## src/rtl/scaler_ctrl.sv

```systemverilog
// Scaler configuration sequencer: validates geometry, divides out steps, commits at frame start.
// Optional SCALER_CTRL_BLANK_COMMIT_EN: commit during vertical blanking instead of on vs rise.
module scaler_ctrl #(
  parameter int SCALE_STEP       = 128,
  parameter int LINE_IN_SIZE_MAX = 1024,
  parameter int SIZE_WIDTH       = 16,
  parameter int STEP_WIDTH       = 16
) (
  input  logic                  clk,
  input  logic                  rst_n,
  input  logic [SIZE_WIDTH-1:0] cfg_in_w,
  input  logic [SIZE_WIDTH-1:0] cfg_in_h,
  input  logic [SIZE_WIDTH-1:0] cfg_out_w,
  input  logic [SIZE_WIDTH-1:0] cfg_out_h,
  input  logic                  cfg_vld,
  output logic                  cfg_rdy,
  input  logic                  vs_i,
  output logic [STEP_WIDTH-1:0] reg_h_scale_step,
  output logic [STEP_WIDTH-1:0] reg_v_scale_step,
  output logic [SIZE_WIDTH-1:0] reg_v_scale_inline_size,
  output logic                  busy,
  output logic                  cfg_err,
  output logic                  applied
);

  localparam int SH = $clog2(SCALE_STEP);
  localparam int DW = SIZE_WIDTH + SH;
  localparam int CW = $clog2(DW + 1);
  localparam logic [CW-1:0] LAST = CW'(DW - 1);
  localparam logic [SIZE_WIDTH-1:0] LMAX = SIZE_WIDTH'(LINE_IN_SIZE_MAX);
  localparam logic [SIZE_WIDTH-1:0] INL_RST = SIZE_WIDTH'(LINE_IN_SIZE_MAX - 1);
  localparam logic [STEP_WIDTH-1:0] UNITY = STEP_WIDTH'(SCALE_STEP);
  localparam logic [DW-1:0] QMAX = DW'((64'd1 << STEP_WIDTH) - 64'd1);

  typedef enum logic [2:0] {
    IDLE, CHK, DIV_H, DIV_V, PEND, COMMIT
  } state_e;

  state_e                state_q;
  logic [SIZE_WIDTH-1:0] in_w_q, in_h_q, out_w_q, out_h_q;
  logic [SIZE_WIDTH-1:0] rem_q, den_q;
  logic [DW-1:0]         quo_q;
  logic [CW-1:0]         cnt_q;
  logic [STEP_WIDTH-1:0] h_sh_q, v_sh_q, h_q, v_q;
  logic [SIZE_WIDTH-1:0] inl_q;
  logic                  err_q, app_q;

  // Restoring divider step: remainder and dividend/quotient shift together.
  logic [SIZE_WIDTH:0]   shl;
  logic [SIZE_WIDTH-1:0] diff, rem_nx;
  logic                  qbit;
  logic [DW-1:0]         quo_nx;

  assign shl    = {rem_q, quo_q[DW-1]};
  assign qbit   = (shl >= {1'b0, den_q});
  assign diff   = shl[SIZE_WIDTH-1:0] - den_q;
  assign rem_nx = qbit ? diff : shl[SIZE_WIDTH-1:0];
  assign quo_nx = {quo_q[DW-2:0], qbit};

  logic bad;
  assign bad = (out_w_q == '0) || (out_h_q == '0) ||
               (in_w_q == '0) || (in_h_q == '0) ||
               (in_w_q > LMAX) || (out_w_q > LMAX);

  logic commit_ev;
`ifdef SCALER_CTRL_BLANK_COMMIT_EN
  assign commit_ev = !vs_i;
`else
  logic vs_r_q;
  always_ff @(posedge clk) begin
    if (!rst_n) vs_r_q <= 1'b0;
    else        vs_r_q <= vs_i;
  end
  assign commit_ev = vs_i & !vs_r_q;
`endif

  always_ff @(posedge clk) begin
    if (!rst_n) begin
      state_q <= IDLE;
      in_w_q  <= '0;
      in_h_q  <= '0;
      out_w_q <= '0;
      out_h_q <= '0;
      rem_q   <= '0;
      den_q   <= '0;
      quo_q   <= '0;
      cnt_q   <= '0;
      h_sh_q  <= UNITY;
      v_sh_q  <= UNITY;
      h_q     <= UNITY;
      v_q     <= UNITY;
      inl_q   <= INL_RST;
      err_q   <= 1'b0;
      app_q   <= 1'b0;
    end else begin
      err_q <= 1'b0;
      app_q <= 1'b0;
      unique case (state_q)
        IDLE: begin
          if (cfg_vld) begin
            in_w_q  <= cfg_in_w;
            in_h_q  <= cfg_in_h;
            out_w_q <= cfg_out_w;
            out_h_q <= cfg_out_h;
            state_q <= CHK;
          end
        end
        CHK: begin
          if (bad) begin
            err_q   <= 1'b1;
            state_q <= IDLE;
          end else begin
            rem_q   <= '0;
            quo_q   <= DW'(in_w_q) << SH;
            den_q   <= out_w_q;
            cnt_q   <= '0;
            state_q <= DIV_H;
          end
        end
        DIV_H: begin
          rem_q <= rem_nx;
          quo_q <= quo_nx;
          cnt_q <= cnt_q + 1'b1;
          if (cnt_q == LAST) begin
            if (quo_nx > QMAX) begin
              err_q   <= 1'b1;
              state_q <= IDLE;
            end else begin
              h_sh_q  <= STEP_WIDTH'(quo_nx);
              rem_q   <= '0;
              quo_q   <= DW'(in_h_q) << SH;
              den_q   <= out_h_q;
              cnt_q   <= '0;
              state_q <= DIV_V;
            end
          end
        end
        DIV_V: begin
          rem_q <= rem_nx;
          quo_q <= quo_nx;
          cnt_q <= cnt_q + 1'b1;
          if (cnt_q == LAST) begin
            if (quo_nx > QMAX) begin
              err_q   <= 1'b1;
              state_q <= IDLE;
            end else begin
              v_sh_q  <= STEP_WIDTH'(quo_nx);
              state_q <= PEND;
            end
          end
        end
        PEND: begin
          if (commit_ev) begin
            h_q     <= h_sh_q;
            v_q     <= v_sh_q;
            inl_q   <= out_w_q - 1'b1;
            app_q   <= 1'b1;
            state_q <= COMMIT;
          end
        end
        COMMIT: state_q <= IDLE;
        default: state_q <= IDLE;
      endcase
    end
  end

  assign cfg_rdy                 = (state_q == IDLE);
  assign busy                    = !cfg_rdy;
  assign cfg_err                 = err_q;
  assign applied                 = app_q;
  assign reg_h_scale_step        = h_q;
  assign reg_v_scale_step        = v_q;
  assign reg_v_scale_inline_size = inl_q;

endmodule

```

## config.mk

```make
export PLATFORM = sky130hd
export DESIGN_NAME = scaler_ctrl
export DESIGN_NICKNAME = d
export VERILOG_FILES = /design/src/rtl/scaler_ctrl.sv
export SDC_FILE = /design/constraint.sdc
export NUM_CORES = 1
export LEC_CHECK = 0
export CAP_MARGIN = 40
export CORE_MARGIN = 2
export CORE_UTILIZATION = 60
export CTS_BUF_LIST = sky130_fd_sc_hd__clkbuf_16
export CTS_CLUSTER_DIAMETER = 100
export DETAILED_ROUTE_END_ITERATION = 12
export PLACE_DENSITY = 0.83
export SYNTH_ARGS = -nofsm -noshare
export SYNTH_HDL_FRONTEND = slang
export SYNTH_SLANG_ARGS = --single-unit
```

## constraint.sdc

```tcl
create_clock -name clk -period 4 [get_ports clk]
set_input_delay 0.6 -clock clk [delete_from_list [all_inputs] [get_ports clk]]
set_output_delay 0.6 -clock clk [all_outputs]
set_load 0.01 [all_outputs]
```

==> metrics.txt <==
# TYPE chip_impl_metric gauge
chip_impl_metric{name="syn_avg_cell_area",unit="µm²"} 8.118
chip_impl_metric{name="hpwl",unit="µm"} 14920
chip_impl_metric{name="power.share.switching",unit="%"} 29.63
chip_impl_metric{name="clk-insertion-delay-late",unit="ns"} 0.49
chip_impl_metric{name="ys.warnings.count",unit=""} 0
chip_impl_metric{name="grt_pass1_vias",unit=""} 7380
chip_impl_metric{name="comb_power_share",unit="%"} 24.2
chip_impl_info{name="worstReg2RegStart",value="den_q[1]"} 1
chip_impl_metric{name="cts_num_sinks",unit=""} 210
chip_impl_metric{name="design_power_total",unit="mW"} 5.449
chip_impl_metric{name="critPathArrivalTime",unit="ns"} 3.22
chip_impl_metric{name="timing.final.hold_violations",unit=""} 0
chip_impl_metric{name="timing.clock.skew",unit="ns"} 0.007540
chip_impl_metric{name="synth_edf_count",unit=""} 0
chip_impl_metric{name="gp_routability_congestion",unit=""} 0.8924
chip_impl_info{name="postSynth.topFlopCell",value="dfxtp_1"} 1
chip_impl_metric{name="die_w",unit="µm"} 127.8
chip_impl_metric{name="floorplan.die.height",unit="µm"} 127.8
chip_impl_metric{name="clkSlewWorstSetupHoldPaths",unit="ns"} 0.06
chip_impl_metric{name="synth.top_cell.area_share",unit="%"} 45.75
chip_impl_info{name="most_frequent_standard_cell_in_the_layout_excluding_fill_and_tap_cells",value="nand2_1"} 1
chip_impl_metric{name="area_growth",unit="%"} 20.91
chip_impl_metric{name="timing.setup.tns",unit="ns"} 0
chip_impl_metric{name="number_of_drc_violations_after_detailed_routing_iteration_0",unit=""} 686
chip_impl_metric{name="ys_ff_latch",unit=""} 210
chip_impl_metric{name="leakage_power",unit="nW"} 4.050
chip_impl_info{name="yosys.area.top_type",value="dfxtp_1"} 1
chip_impl_metric{name="asyncSetResetFlopFracSynth",unit="%"} 0
chip_impl_metric{name="report.final.slew_viol_count",unit=""} 0
chip_impl_metric{name="fraction_of_the_yosys_area_taken_by_sequential_cells",unit="%"} 45.75
chip_impl_metric{name="routed_via_density",unit=""} 5.665
chip_impl_metric{name="first_pass_iters",unit=""} 5
chip_impl_metric{name="synth.net_count",unit=""} 1220
chip_impl_metric{name="cts_hold_repair.buffers",unit=""} 0
chip_impl_info{name="critical_path_class",value="flip-flop to flip-flop"} 1
chip_impl_metric{name="worstMarginPinSlew",unit="ns"} 0.8894
chip_impl_metric{name="floorplan.initialDensity",unit="%"} 60.90
chip_impl_metric{name="gr_overflow_total",unit=""} 0
chip_impl_metric{name="clock_power_share",unit="%"} 34.0
chip_impl_metric{name="max-cap-violations",unit=""} 0
chip_impl_metric{name="layout.area.seq",unit="µm²"} 4204
chip_impl_info{name="rsz0062_at_grt",value="no"} 1
chip_impl_metric{name="buffer_ports.inserted",unit=""} 119
chip_impl_metric{name="drt_wl_total",unit="µm"} 22010
chip_impl_metric{name="post_cts_resize_count",unit=""} 0
chip_impl_info{name="clock_tree.root_cell",value="clkbuf_16"} 1
chip_impl_info{name="cpMostUsedCell",value="o31a_1"} 1
chip_impl_metric{name="num_rows",unit=""} 45
chip_impl_metric{name="final.hold.worst_slack",unit="ns"} 0.4505
chip_impl_metric{name="cts_buffers",unit=""} 20
chip_impl_metric{name="timing.critical_path.fanout_max",unit=""} 10
chip_impl_metric{name="boundaryPins",unit=""} 120
chip_impl_metric{name="final_layout_size_suffix_gt1_share",unit="%"} 4.793
chip_impl_metric{name="power.density",unit="nW/µm²"} 490.4
chip_impl_metric{name="seq_power_share",unit="%"} 41.8
chip_impl_metric{name="final.period_utilization",unit="%"} 71.46
chip_impl_info{name="critPathLaunchType",value="flip-flop"} 1
chip_impl_metric{name="clock_path_buffers",unit=""} 3
chip_impl_metric{name="antenna_found_initial",unit=""} 0
chip_impl_metric{name="drt_drc_violations_left",unit=""} 0
chip_impl_metric{name="final_nets",unit=""} 1306
chip_impl_metric{name="post_cts.repair.setup_buffers",unit=""} 0
chip_impl_metric{name="nFillCells",unit=""} 1123
chip_impl_metric{name="antenna_cells_inserted",unit=""} 0
chip_impl_metric{name="largest_register_ffs",unit=""} 23
chip_impl_metric{name="area_of_combinational_cells_with_multiple_inputs",unit="µm²"} 4532
chip_impl_metric{name="clock_tree.htree_level_count",unit=""} 1
chip_impl_metric{name="postRouteAntennaNets",unit=""} 0
chip_impl_info{name="series_of_cell_instances_along_the_critical_path",value="inv_1 > ha_1 > nor2b_1 > o31a_1 > o31a_1 > a21oi_2 > and2_1 > buf_4 > mux2i_1 > a211oi_1"} 1
chip_impl_metric{name="post_synthesis_cells",unit=""} 1132
chip_impl_metric{name="gr-usage-all-layers",unit="%"} 26.51
chip_impl_metric{name="timing.critical_path.slowest_cell_delay",unit="ns"} 0.50
chip_impl_info{name="worstHoldPathType",value="flip-flop to flip-flop"} 1
chip_impl_info{name="startpoint",value="den_q[1]"} 1
chip_impl_info{name="status",value="complete, no violations"} 1
chip_impl_metric{name="die-area",unit="µm²"} 16320
chip_impl_metric{name="synth_cell_type_count",unit=""} 60
chip_impl_info{name="worst_setup_path_end_kind",value="flip-flop"} 1
chip_impl_metric{name="worst_slew_margin_rel",unit="%"} 40.49
chip_impl_metric{name="route.vias.total",unit=""} 8039
chip_impl_metric{name="fmax",unit="MHz"} 349.8
chip_impl_metric{name="detail_route.wl_per_cell",unit="µm"} 15.51
chip_impl_metric{name="power.ir.vdd_worst",unit="µV"} 295.9
chip_impl_metric{name="maximum_number_of_pins_on_one_net_before_global_route_repair",unit=""} 174
chip_impl_info{name="crit_slowest_cell",value="and2_1"} 1
chip_impl_metric{name="switching_power",unit="mW"} 1.615
chip_impl_metric{name="worst-r2r-setup-slack",unit="ns"} 1.14
chip_impl_metric{name="first_pass_grt_wire_length",unit="µm"} 35690
chip_impl_metric{name="internal-power",unit="mW"} 3.834
chip_impl_metric{name="fin_crit",unit="ns"} 2.859
chip_impl_info{name="regMostFlops",value="quo_q"} 1
chip_impl_metric{name="synth_area",unit="µm²"} 9190
chip_impl_metric{name="core_region_area",unit="µm²"} 15090
chip_impl_info{name="most-common-layout-cells",value="nand2_1 (297), dfxtp_1 (210), a21oi_1 (157)"} 1
chip_impl_info{name="hold_path.startpoint",value="reg_h_scale_step[8]"} 1
chip_impl_metric{name="data_required_time_at_the_worst_endpoint",unit="ns"} 4.36
chip_impl_info{name="synth_top_cells_by_area",value="dfxtp_1 (46%), nand2_1 (12%), a21oi_1 (8.6%)"} 1
chip_impl_info{name="tritoncts",value="done"} 1
chip_impl_metric{name="setup_violations",unit=""} 0
-- cells by family (layout without fill, tap and decap cells) --
kind of cell               count (synthesis)  after routing  share of synthesized area (%)
buffers and inverters                    105            204                          5.187
DFF                                      210            210                          45.75
AOI/OAI and AO/OA                        277            277                          18.41
xor gates and xnor gates                  30             30                          2.941
adders and majority gates                 20             20                          2.805
muxes                                     34             34                          3.730
and+or+nand+nor                          456            456                          21.18
-- worst max-delay path: cells and delay by family, from the launching register on --
kind,cells,cell delay [ns]
adder cells (fa/ha/maj),1,0.29
buffers and inverters,2,0.38
AO/OA/AOI/OAI,4,0.90
multiplexers,1,0.22
AND/OR/NAND/NOR,2,0.64
flip-flops,1,0.31
-- cells in the mapped netlist, drive strengths merged, types with 5 or more instances --
master	count
nor2b	17
clkbuf	55
xor2	8
mux2i	32
buf	14
nor2	71
a21oi	159
xnor2	22
o21ai	26
nor3	18
nor4	15
nand2	298
a21o	5
a211oi	46
dfxtp	210
nand4	6
ha	19
nand2b	7
inv	36
nand3	8
and2	5
o22a	5
o211ai	12
-- power by group through the flow --
stage          registers [mW]  logic, mW  clock network [mW]
2_1_floorplan            2.28       1.04                   0
3_3_place_gp             2.32       1.23                   0
3_5_place_dp             2.32       1.29                   0
4_1_cts                  2.28       1.30                1.87
5_1_grt                  2.29       1.43                1.95
6_report                 2.28       1.32                1.85
-- final timing paths --
path                          to  depth (start not counted)
max                    rem_q[12]                         10
max reg2reg            rem_q[12]                         10
min reg2reg  reg_h_scale_step[8]                          2
min          reg_h_scale_step[8]                          2
-- per-stage QoR --
step	instances	instance area [µm²]	util [%]	setup slack, ns
after floorplan	1132	9190	-	1.575
after global placement	1380	10390	68.84	1.078
after detailed placement	1384	10470	69.39	1.159
after CTS	1419	11110	73.64	1.171
after global routing	1419	11110	73.64	0.9428
final	1419	11110	73.64	1.141
-- cell type report --
class	count	area share (%)
sequential	210	37.83
timing repair buffer	133	12.25
multi-input combinational	817	40.78
clock buffer	21	4.729
clock inverter	14	1.047
inverter	36	1.239
tap	188	2.117
-- layer usage --
metal  vias up  routed length (µm)  track usage (%)
met1      3686               10330            37.89
li1       4031                   -                -
met4         0                 470            7.628
met2       281                9917            42.53
met5         -                   0                0
met3        41                1285            3.172
(Power assumes the default switching activity.)
